File: src/rtl/fifo_uart_tx_if.sv
// rtl/fifo_uart_tx_if.sv - FIFO read port and UART line bundle for fifo_uart_tx
interface fifo_uart_tx_if #(
    parameter int DATA_W = 8
);
    logic              enable;
    logic              fifo_empty;
    logic [DATA_W-1:0] fifo_data;
    logic              read_en;
    logic              tx;
    logic              busy;
    logic              frame_done;

    // master is the serialiser: it pops the FIFO and drives the line
    modport master (
        input  enable, fifo_empty, fifo_data,
        output read_en, tx, busy, frame_done
    );

    modport slave (
        output enable, fifo_empty, fifo_data,
        input  read_en, tx, busy, frame_done
    );
endinterface

File: src/rtl/fifo_uart_tx.sv
// rtl/fifo_uart_tx.sv - FIFO drain that pops bytes and sends them as 8N1 UART frames
module fifo_uart_tx #(
    parameter int CLKS_PER_BIT = 16,
    parameter int DATA_W       = 8
) (
    input  logic           clk,
    input  logic           rst_n,
    fifo_uart_tx_if.master bus
);
    localparam int BAUD_W = (CLKS_PER_BIT > 1) ? $clog2(CLKS_PER_BIT) : 1;
    localparam int BIT_W  = (DATA_W > 1) ? $clog2(DATA_W) : 1;
    localparam logic [BAUD_W-1:0] BAUD_LAST    = BAUD_W'(CLKS_PER_BIT - 1);
    localparam logic [BAUD_W-1:0] BAUD_PRELAST = BAUD_W'(CLKS_PER_BIT - 2);
    localparam logic [BIT_W-1:0]  BIT_LAST     = BIT_W'(DATA_W - 1);

    typedef enum logic [2:0] {IDLE, POP, LATCH, START, DATA, STOP} state_t;

    state_t            state;
    logic [BAUD_W-1:0] baud_cnt;
    logic [BIT_W-1:0]  bit_cnt;
    logic [DATA_W-1:0] shreg;
    logic              read_en_q;
    logic              tx_q;
    logic              busy_q;
    logic              frame_done_q;

    assign bus.read_en    = read_en_q;
    assign bus.tx         = tx_q;
    assign bus.busy       = busy_q;
    assign bus.frame_done = frame_done_q;

    always_ff @(posedge clk or negedge rst_n) begin
        if (!rst_n) begin
            state        <= IDLE;
            baud_cnt     <= '0;
            bit_cnt      <= '0;
            shreg        <= '0;
            read_en_q    <= 1'b0;
            tx_q         <= 1'b1;
            busy_q       <= 1'b0;
            frame_done_q <= 1'b0;
        end else begin
            read_en_q    <= 1'b0;
            frame_done_q <= 1'b0;
            case (state)
                IDLE: begin
                    tx_q <= 1'b1;
                    // enable is only looked at here, so dropping it mid-frame never truncates a frame
                    if (bus.enable && !bus.fifo_empty) begin
                        state     <= POP;
                        read_en_q <= 1'b1;
                        busy_q    <= 1'b1;
                    end
                end
                POP: begin
                    state <= LATCH;
                end
                LATCH: begin
                    // FIFO data_out is valid the cycle after the pop strobe was sampled
                    shreg    <= bus.fifo_data;
                    baud_cnt <= '0;
                    tx_q     <= 1'b0;
                    state    <= START;
                end
                START: begin
                    if (baud_cnt == BAUD_LAST) begin
                        baud_cnt <= '0;
                        bit_cnt  <= '0;
                        tx_q     <= shreg[0];
                        state    <= DATA;
                    end else begin
                        baud_cnt <= baud_cnt + 1'b1;
                    end
                end
                DATA: begin
                    if (baud_cnt == BAUD_LAST) begin
                        baud_cnt <= '0;
                        if (bit_cnt == BIT_LAST) begin
                            tx_q  <= 1'b1;
                            state <= STOP;
                        end else begin
                            shreg   <= shreg >> 1;
                            tx_q    <= shreg[1];
                            bit_cnt <= bit_cnt + 1'b1;
                        end
                    end else begin
                        baud_cnt <= baud_cnt + 1'b1;
                    end
                end
                STOP: begin
                    // raised one cycle early so the registered pulse lands on the last STOP cycle
                    if (baud_cnt == BAUD_PRELAST) begin
                        frame_done_q <= 1'b1;
                    end
                    if (baud_cnt == BAUD_LAST) begin
                        baud_cnt <= '0;
                        busy_q   <= 1'b0;
                        state    <= IDLE;
                    end else begin
                        baud_cnt <= baud_cnt + 1'b1;
                    end
                end
                default: begin
                    tx_q   <= 1'b1;
                    busy_q <= 1'b0;
                    state  <= IDLE;
                end
            endcase
        end
    end
endmodule

File: src/flat_wrapper.sv
// flat-port wrapper written by rule: the top's interface ports become plain ports
module fifo_uart_tx_flat 
#(
    parameter int CLKS_PER_BIT = 16,
    parameter int DATA_W       = 8
)
  (clk, rst_n, bus_enable, bus_fifo_empty, bus_fifo_data, bus_read_en, bus_tx, bus_busy, bus_frame_done);
  fifo_uart_tx_if #(.DATA_W(DATA_W)) bus_i ();
  input  logic clk;
  input  logic rst_n;
  input wire logic [$bits(bus_i.enable)-1:0] bus_enable;
  input wire logic [$bits(bus_i.fifo_empty)-1:0] bus_fifo_empty;
  input wire logic [$bits(bus_i.fifo_data)-1:0] bus_fifo_data;
  output wire logic [$bits(bus_i.read_en)-1:0] bus_read_en;
  output wire logic [$bits(bus_i.tx)-1:0] bus_tx;
  output wire logic [$bits(bus_i.busy)-1:0] bus_busy;
  output wire logic [$bits(bus_i.frame_done)-1:0] bus_frame_done;
  assign bus_i.enable = bus_enable;
  assign bus_i.fifo_empty = bus_fifo_empty;
  assign bus_i.fifo_data = bus_fifo_data;
  assign bus_read_en = bus_i.read_en;
  assign bus_tx = bus_i.tx;
  assign bus_busy = bus_i.busy;
  assign bus_frame_done = bus_i.frame_done;
  fifo_uart_tx #(.CLKS_PER_BIT(CLKS_PER_BIT), .DATA_W(DATA_W)) u_core (.clk(clk), .rst_n(rst_n), .bus(bus_i));
endmodule
File: config.mk
export PLATFORM = sky130hd
export DESIGN_NAME = fifo_uart_tx_flat
export DESIGN_NICKNAME = d
export VERILOG_FILES = /design/src/rtl/fifo_uart_tx_if.sv /design/src/rtl/fifo_uart_tx.sv /design/src/flat_wrapper.sv
export SDC_FILE = /design/constraint.sdc
export NUM_CORES = 1
export LEC_CHECK = 0
export CAP_MARGIN = 20
export CORE_MARGIN = 2
export CORE_UTILIZATION = 54
export DETAILED_ROUTE_END_ITERATION = 12
export GPL_TIMING_DRIVEN = 0
export PLACE_DENSITY_LB_ADDON = 0.25
export SLEW_MARGIN = 30
export SYNTH_ARGS = -nofsm -noshare
export SYNTH_HDL_FRONTEND = slang
export SYNTH_SLANG_ARGS = --single-unit
File: constraint.sdc
create_clock -name clk -period 2.1 [get_ports clk]
set_input_delay 0.315 -clock clk [delete_from_list [all_inputs] [get_ports clk]]
set_output_delay 0.315 -clock clk [all_outputs]
set_load 0.05 [all_outputs]
==> flow_metrics.env, run 1 <==
export IMPL_fin_nets=170
export IMPL_yosysWarnings=0
export IMPL_vias=1058
export IMPL_seq_area_um2=552
export IMPL_end_kind="primary output"
export IMPL_crit_path_start_kind="flop"
export IMPL_synth_area_leaders="dfrtp_1 42%, o21ai_0 5.6%, a2bb2oi_1 4.9%"
export IMPL_drt_pass1_iterations=4
export IMPL_die_area_um2=2700
export IMPL_crit_path_top_delay_cell="clkdlybuf4s50_1"
export IMPL_grt_pass1_vias=976
export IMPL_grt_max_degree=23
export IMPL_wl_met2_mm=1.15
export IMPL_grt_usage=0.216
export IMPL_routed_top_layer="met4"
export IMPL_cp_top_family="buffers and inverters"
export IMPL_setup_violations=0
export IMPL_synth_top_area_cell="dfrtp_1"
export IMPL_arrival_ps=1640
export IMPL_grt_pass1_wl_mm=4.41
export IMPL_drc=0
export IMPL_clkSinkCount=22
export IMPL_met3_length_um=82
export IMPL_multi_input_area_um2=647
export IMPL_async_flop_share=1.00
export IMPL_fin_tns_setup_ps=0
export IMPL_synth_seq_area_share=0.444
export IMPL_dp_hpwl_mm=1.78
export IMPL_max_freq_mhz=511
export IMPL_critPathMaxStageDelay_ps=800
export IMPL_syn_to_final_growth_pct=18.6
export IMPL_rsz0062_at_grt="no"
export IMPL_synth_top_family_by_area="compound AO/OA/AOI/OAI gates"
export IMPL_finalHoldViolCount=0
export IMPL_place_gp_congestion=0.815
export IMPL_drt_iter0_markers=35
export IMPL_overflow=0
export IMPL_drv_cap=0
export IMPL_layout_drive_gt1_share=0.0915
export IMPL_ant_nets=0
export IMPL_synthMuxAreaShare=0.0332
export IMPL_die_y_um=52.0
export IMPL_clkLatencyLatePin_ps=300
export IMPL_coreArea_um2=2190
export IMPL_initial_core_util=0.567
export IMPL_status="finished clean"
export IMPL_cts_root_buffer="clkbuf_4"
export IMPL_antenna_found_initial=0
export IMPL_r2r_end="u_core.shreg[5]"
export IMPL_yosys_top_cells_count="21 x dfrtp_1, 14 x o21ai_0, 12 x a21oi_1, 9 x nand2_1"
export IMPL_period_share=0.933
export IMPL_path_clk_slew_ps=120
export IMPL_wl_met1_mm=1.31
export IMPL_cts_tree="yes"
export IMPL_synth_edf_count=0
export IMPL_synth_compound_area_frac=0.227
export IMPL_fill_cells=174
export IMPL_pin_count=16
export IMPL_postCtsSetupBuffers=0
export IMPL_slew_headroom=0.596
export IMPL_power_total_uw=677
export IMPL_ys_seq_elements=22
export IMPL_fin_crit_ps=1960
export IMPL_io_buffers=15
export IMPL_p_leak_nw=0.671
export IMPL_required_ps=1780
export IMPL_fp_row_count=17
export IMPL_timing_hold_ws_ps=485
export IMPL_cp_max_fo=2
export IMPL_n_antenna_cell=0
export IMPL_synth_top_area_share=0.423
export IMPL_htreeDepth=1
export IMPL_numCtsBuffers=3
export IMPL_fin_skew_ps=11.3
export IMPL_path_cells="clkdlybuf4s50_1"
export IMPL_post_synth_top_count_cell="dfrtp_1"
export IMPL_hold_class="input pin to asynchronous set/reset pin"
export IMPL_rr_worst_depth=7
export IMPL_yosys_area_share_adder=0.0403
export IMPL_viasPerCell=5.85
export IMPL_synthFlopType="dfrtp_1"
export IMPL_critPathKind="flop to primary output"
export IMPL_synth_cell_types=38
export IMPL_wl_per_cell_um=14.1
export IMPL_drt_wl_total_mm=2.55
export IMPL_slew_violations=0
export IMPL_regToRegSetupSlack_ps=200
export IMPL_peakVddDrop_mv=0.358
export IMPL_syn_avg_cell_area_um2=9.34
export IMPL_syn_inst=133
export IMPL_die_w_um=52.0
export IMPL_syn_nets=149
export IMPL_power_density_nw_per_um2=459
export IMPL_cts_buffer_depth=2
export IMPL_worst_slew_pin_slew_ps=606
export IMPL_path_buf_inv=1
export IMPL_synth_simple_area_share=0.208
export IMPL_netlist_area_um2=1240
export IMPL_rr_startpoint="u_core.bit_cnt[0]"
export IMPL_synth_xor_area_share=0
## area by class of cell
| class | count | share of cell area |
|---|---|---|
| clock buffers | 4 | 0.0178 |
| inverters | 4 | 0.0102 |
| well taps | 28 | 0.0238 |
| multi-input cells | 98 | 0.439 |
| flip-flops and latches | 22 | 0.374 |
| plain buffers | 9 | 0.0297 |
| repair buffers | 16 | 0.105 |
## flip-flops by register name, summed over array words and instances (netlist names)
signal / flops
u_core.bit_cnt: 3
u_core.bus.tx: 1
u_core.bus.busy: 1
u_core.state: 3
u_core.bus.read_en: 1
u_core.baud_cnt: 4
u_core.shreg: 8
u_core.bus.frame_done: 1
## cells by family after synthesis
group                      after synthesis
buffers and inverters                   13
and+or+nand+nor                         45
AOI/OAI and AO/OA                       45
muxes                                    4
adders and majority gates                4
DFF                                     22
## how the worst max path moves through the flow
| stage | start | to | slack, ps | cells after the start |
|---|---|---|---|---|
| floorplan | u_core.bit_cnt[0] | u_core.shreg[0] | 350 | 7 |
| detailed placement | u_core.bit_cnt[0] | u_core.shreg[5] | 5 | 7 |
| finish | u_core.bus.tx | bus_tx | 140 | 1 |
| CTS | u_core.bit_cnt[0] | u_core.shreg[5] | 110 | 7 |
| global placement | u_core.bit_cnt[0] | u_core.shreg[1] | 80 | 7 |
| global route | u_core.bit_cnt[0] | u_core.shreg[5] | 30 | 7 |
## cell usage in the layout, fill, tap and decap left out, types with 2 or more instances in the layout
master / instances
nor2_1: 4
o21ai_0: 14
o22ai_1: 3
a21oi_1: 12
nor3b_1: 2
mux2i_1: 3
or3_1: 7
buf_2: 2
clkbuf_4: 3
clkdlybuf4s50_1: 14
a211oi_1: 2
nor3_1: 5
nor2b_1: 2
nand2_1: 9
dfrtp_1: 21
nand3_1: 3
clkbuf_1: 6
ha_1: 4
a22o_1: 2
a2bb2oi_1: 7
inv_1: 4
nand2b_1: 4
## power breakdown
part	internal (mW)	switching (mW)	leakage [nW]
Clock	0.0739	0.119	0.0150
Sequential	0.431	0.00341	0.252
Combinational	0.0298	0.0195	0.404
## stage by stage
stage                     utilization  setup WS [ps]  instances  area, µm²
after floorplan                     -            346        133       1240
after global placement          0.652           81.5        176       1430
after detailed placement        0.652           4.77        176       1430
after CTS                       0.665            111        180       1460
after global routing            0.673           30.3        181       1470
final                           0.673            141        181       1470
## metal layers
metal | track usage | up-vias
met4 | 0.0482 | 0
li1 | - | 534
met2 | 0.312 | 16
met5 | 0 | -
met1 | 0.338 | 504
met3 | 0.0345 | 4
## what timing repair did
| action | CTS | global route |
|---|---|---|
| setup endpoints to repair | 1 | 3 |
| hold buffers | 0 | 1 |
| gates cloned | 0 | 0 |
| resized for setup | 1 | 1 |
| endpoints found under the hold margin | 0 | 12 |
(Power assumes the default switching activity.)
==> run 2: changes to the inputs <==
- REMOVE_ABC_BUFFERS: not set -> 1
==> flow_metrics.env, run 2 (synthesis gave the netlist of run 1 again) <==
export IMPL_io_buffers=15
export IMPL_rr_worst_depth=4
export IMPL_vias=1025
export IMPL_largest_register="u_core.shreg"
export IMPL_p_switching_uw=157
export IMPL_dp_cells=167
export IMPL_peakVddDrop_mv=0.472
export IMPL_largestRegisters="u_core.shreg x8, u_core.baud_cnt x4"
export IMPL_p_int_uw=567
export IMPL_final_cells=172
export IMPL_max_freq_mhz=510
export IMPL_slew_violations=0
export IMPL_fp_row_count=17
export IMPL_slew_headroom=0.606
export IMPL_drt_pass1_iterations=4
export IMPL_finalInstanceArea_um2=1440
export IMPL_path_buf_inv=1
export IMPL_overflow=0
export IMPL_crit_path_start_kind="flop"
export IMPL_grt_pass1_wl_mm=4.32
export IMPL_grt_max_degree=24
export IMPL_seqPwrFrac=0.600
export IMPL_grt_pass1_vias=964
export IMPL_numCtsBuffers=3
export IMPL_power_density_nw_per_um2=504
export IMPL_grt_usage=0.211
export IMPL_timing_hold_ws_ps=482
export IMPL_rr_startpoint="u_core.state[0]"
export IMPL_cp_depth=1
export IMPL_regToRegSetupSlack_ps=160
export IMPL_fin_skew_ps=1.83
export IMPL_fill_cells=168
export IMPL_critPathKind="flop to primary output"
export IMPL_path_clk_slew_ps=130
export IMPL_critPathMaxStageDelay_ps=790
export IMPL_hold_class="input pin to asynchronous set/reset pin"
export IMPL_p_clk_frac=0.331
export IMPL_dp_slack_ps=74.5
export IMPL_required_ps=1780
export IMPL_drt_iter0_markers=8
export IMPL_syn_to_final_growth_pct=15.5
export IMPL_htreeDepth=1
export IMPL_cp_top_family="buffers and inverters"
export IMPL_p_leak_nw=0.654
export IMPL_r2r_end="u_core.bus.tx"
export IMPL_status="finished clean"
export IMPL_layout_drive_gt1_share=0.0833
export IMPL_viasPerCell=5.96
export IMPL_cp_max_fo=2
export IMPL_die_w_um=52.0
export IMPL_pin_count=16
export IMPL_fin_util=0.655
export IMPL_dp_hpwl_mm=1.67
export IMPL_largest_register_ffs=8
export IMPL_drv_cap=0
export IMPL_fin_nets=161
export IMPL_drc=0
export IMPL_coreArea_um2=2190
export IMPL_final_cell_mix="20 x dfrtp_1, 14 x o21ai_0, 14 x clkdlybuf4s50_1"
export IMPL_die_y_um=52.0
export IMPL_clkLatencyLatePin_ps=310
export IMPL_n_antenna_cell=0
export IMPL_wl_per_cell_um=14.2
export IMPL_path_cells="clkdlybuf4s50_1"
export IMPL_finalHoldViolCount=0
export IMPL_drt_wl_total_mm=2.44
export IMPL_final_common_cell="dfrtp_1"
export IMPL_crit_path_top_delay_cell="clkdlybuf4s50_1"
export IMPL_die_area_um2=2700
export IMPL_crit_path_end="bus_tx"
export IMPL_ant_nets=0
export IMPL_rsz0062_at_grt="no"
export IMPL_worst_slew_pin_slew_ps=592
export IMPL_fin_crit_ps=1960
export IMPL_seq_area_um2=553
export IMPL_setup_violations=0
export IMPL_comb_power_share=0.069
export IMPL_cp_startpoint="u_core.bus.tx"
export IMPL_power_total_uw=724
export IMPL_dpl_cell_area_um2=1380
export IMPL_clkSinkCount=22
export IMPL_multi_input_area_um2=641
export IMPL_arrival_ps=1650
export IMPL_cts_tree="yes"
export IMPL_initial_core_util=0.567
export IMPL_setup_slack_ps=139
export IMPL_antenna_found_initial=0
export IMPL_cts_root_buffer="clkbuf_4"
export IMPL_end_kind="primary output"
export IMPL_fin_tns_setup_ps=0
export IMPL_cts_buffer_depth=2
export IMPL_switching_share=0.217
export IMPL_period_share=0.934
export IMPL_place_gp_congestion=0.855
==> run 2: cell types whose count changed in the layout (fill, tap and decap cells not counted) <==
cell | previous run | this run
buf_1 | 1 | 0
buf_2 | 2 | 1
buf_6 | 1 | 0
clkbuf_1 | 6 | 0
clkbuf_2 | 1 | 0
clkbuf_8 | 0 | 1
dfrtp_1 | 21 | 20
dfrtp_2 | 0 | 1
nor4b_1 | 0 | 1
nor4b_2 | 1 | 0
==> run 2: per-layer routing <==
layer | vias up | wire length, µm | GRT usage
met5 | - | 0 | 0
met3 | 2 | 73 | 0.0259
met2 | 17 | 1150 | 0.359
li1 | 509 | - | -
met4 | 0 | 17 | 0.0658
met1 | 497 | 1190 | 0.278
==> run 2: area by class of cell <==
cell class | instances | share of cell area
multi-input cells | 98 | 0.446
clock buffers | 4 | 0.0253
repair buffers | 16 | 0.108
well taps | 28 | 0.0244
inverters | 4 | 0.0105
flip-flops and latches | 22 | 0.385
==> run 2: repair_timing <==
action                                  4_1_cts  5_1_grt
gates resized for setup                       0        3
endpoints found under the hold margin        21        0
setup buffers                                 0        0
endpoints found under the setup margin        0        8
hold buffers                                  1        0
==> run 2: worst min-delay path by stage <==
stage                     cells past startpoint  slack, ps                  to
after detailed placement                      1        310  u_core.bus.read_en
after global placement                        2        480     u_core.shreg[7]
after floorplan                               0         20  u_core.baud_cnt[0]
after CTS                                     2        500     u_core.state[0]
final                                         2        480  u_core.bus.read_en
after global routing                          2        530  u_core.bus.read_en
==> run 2: power by group through the flow <==
stage / Sequential [mW] / Combinational [mW] / Clock [mW]
4_1_cts: 0.434 / 0.0506 / 0.239
5_1_grt: 0.435 / 0.0552 / 0.254
3_3_place_gp: 0.442 / 0.0489 / 0
6_report: 0.434 / 0.0497 / 0.240
3_5_place_dp: 0.443 / 0.0490 / 0
2_1_floorplan: 0.445 / 0.0137 / 0
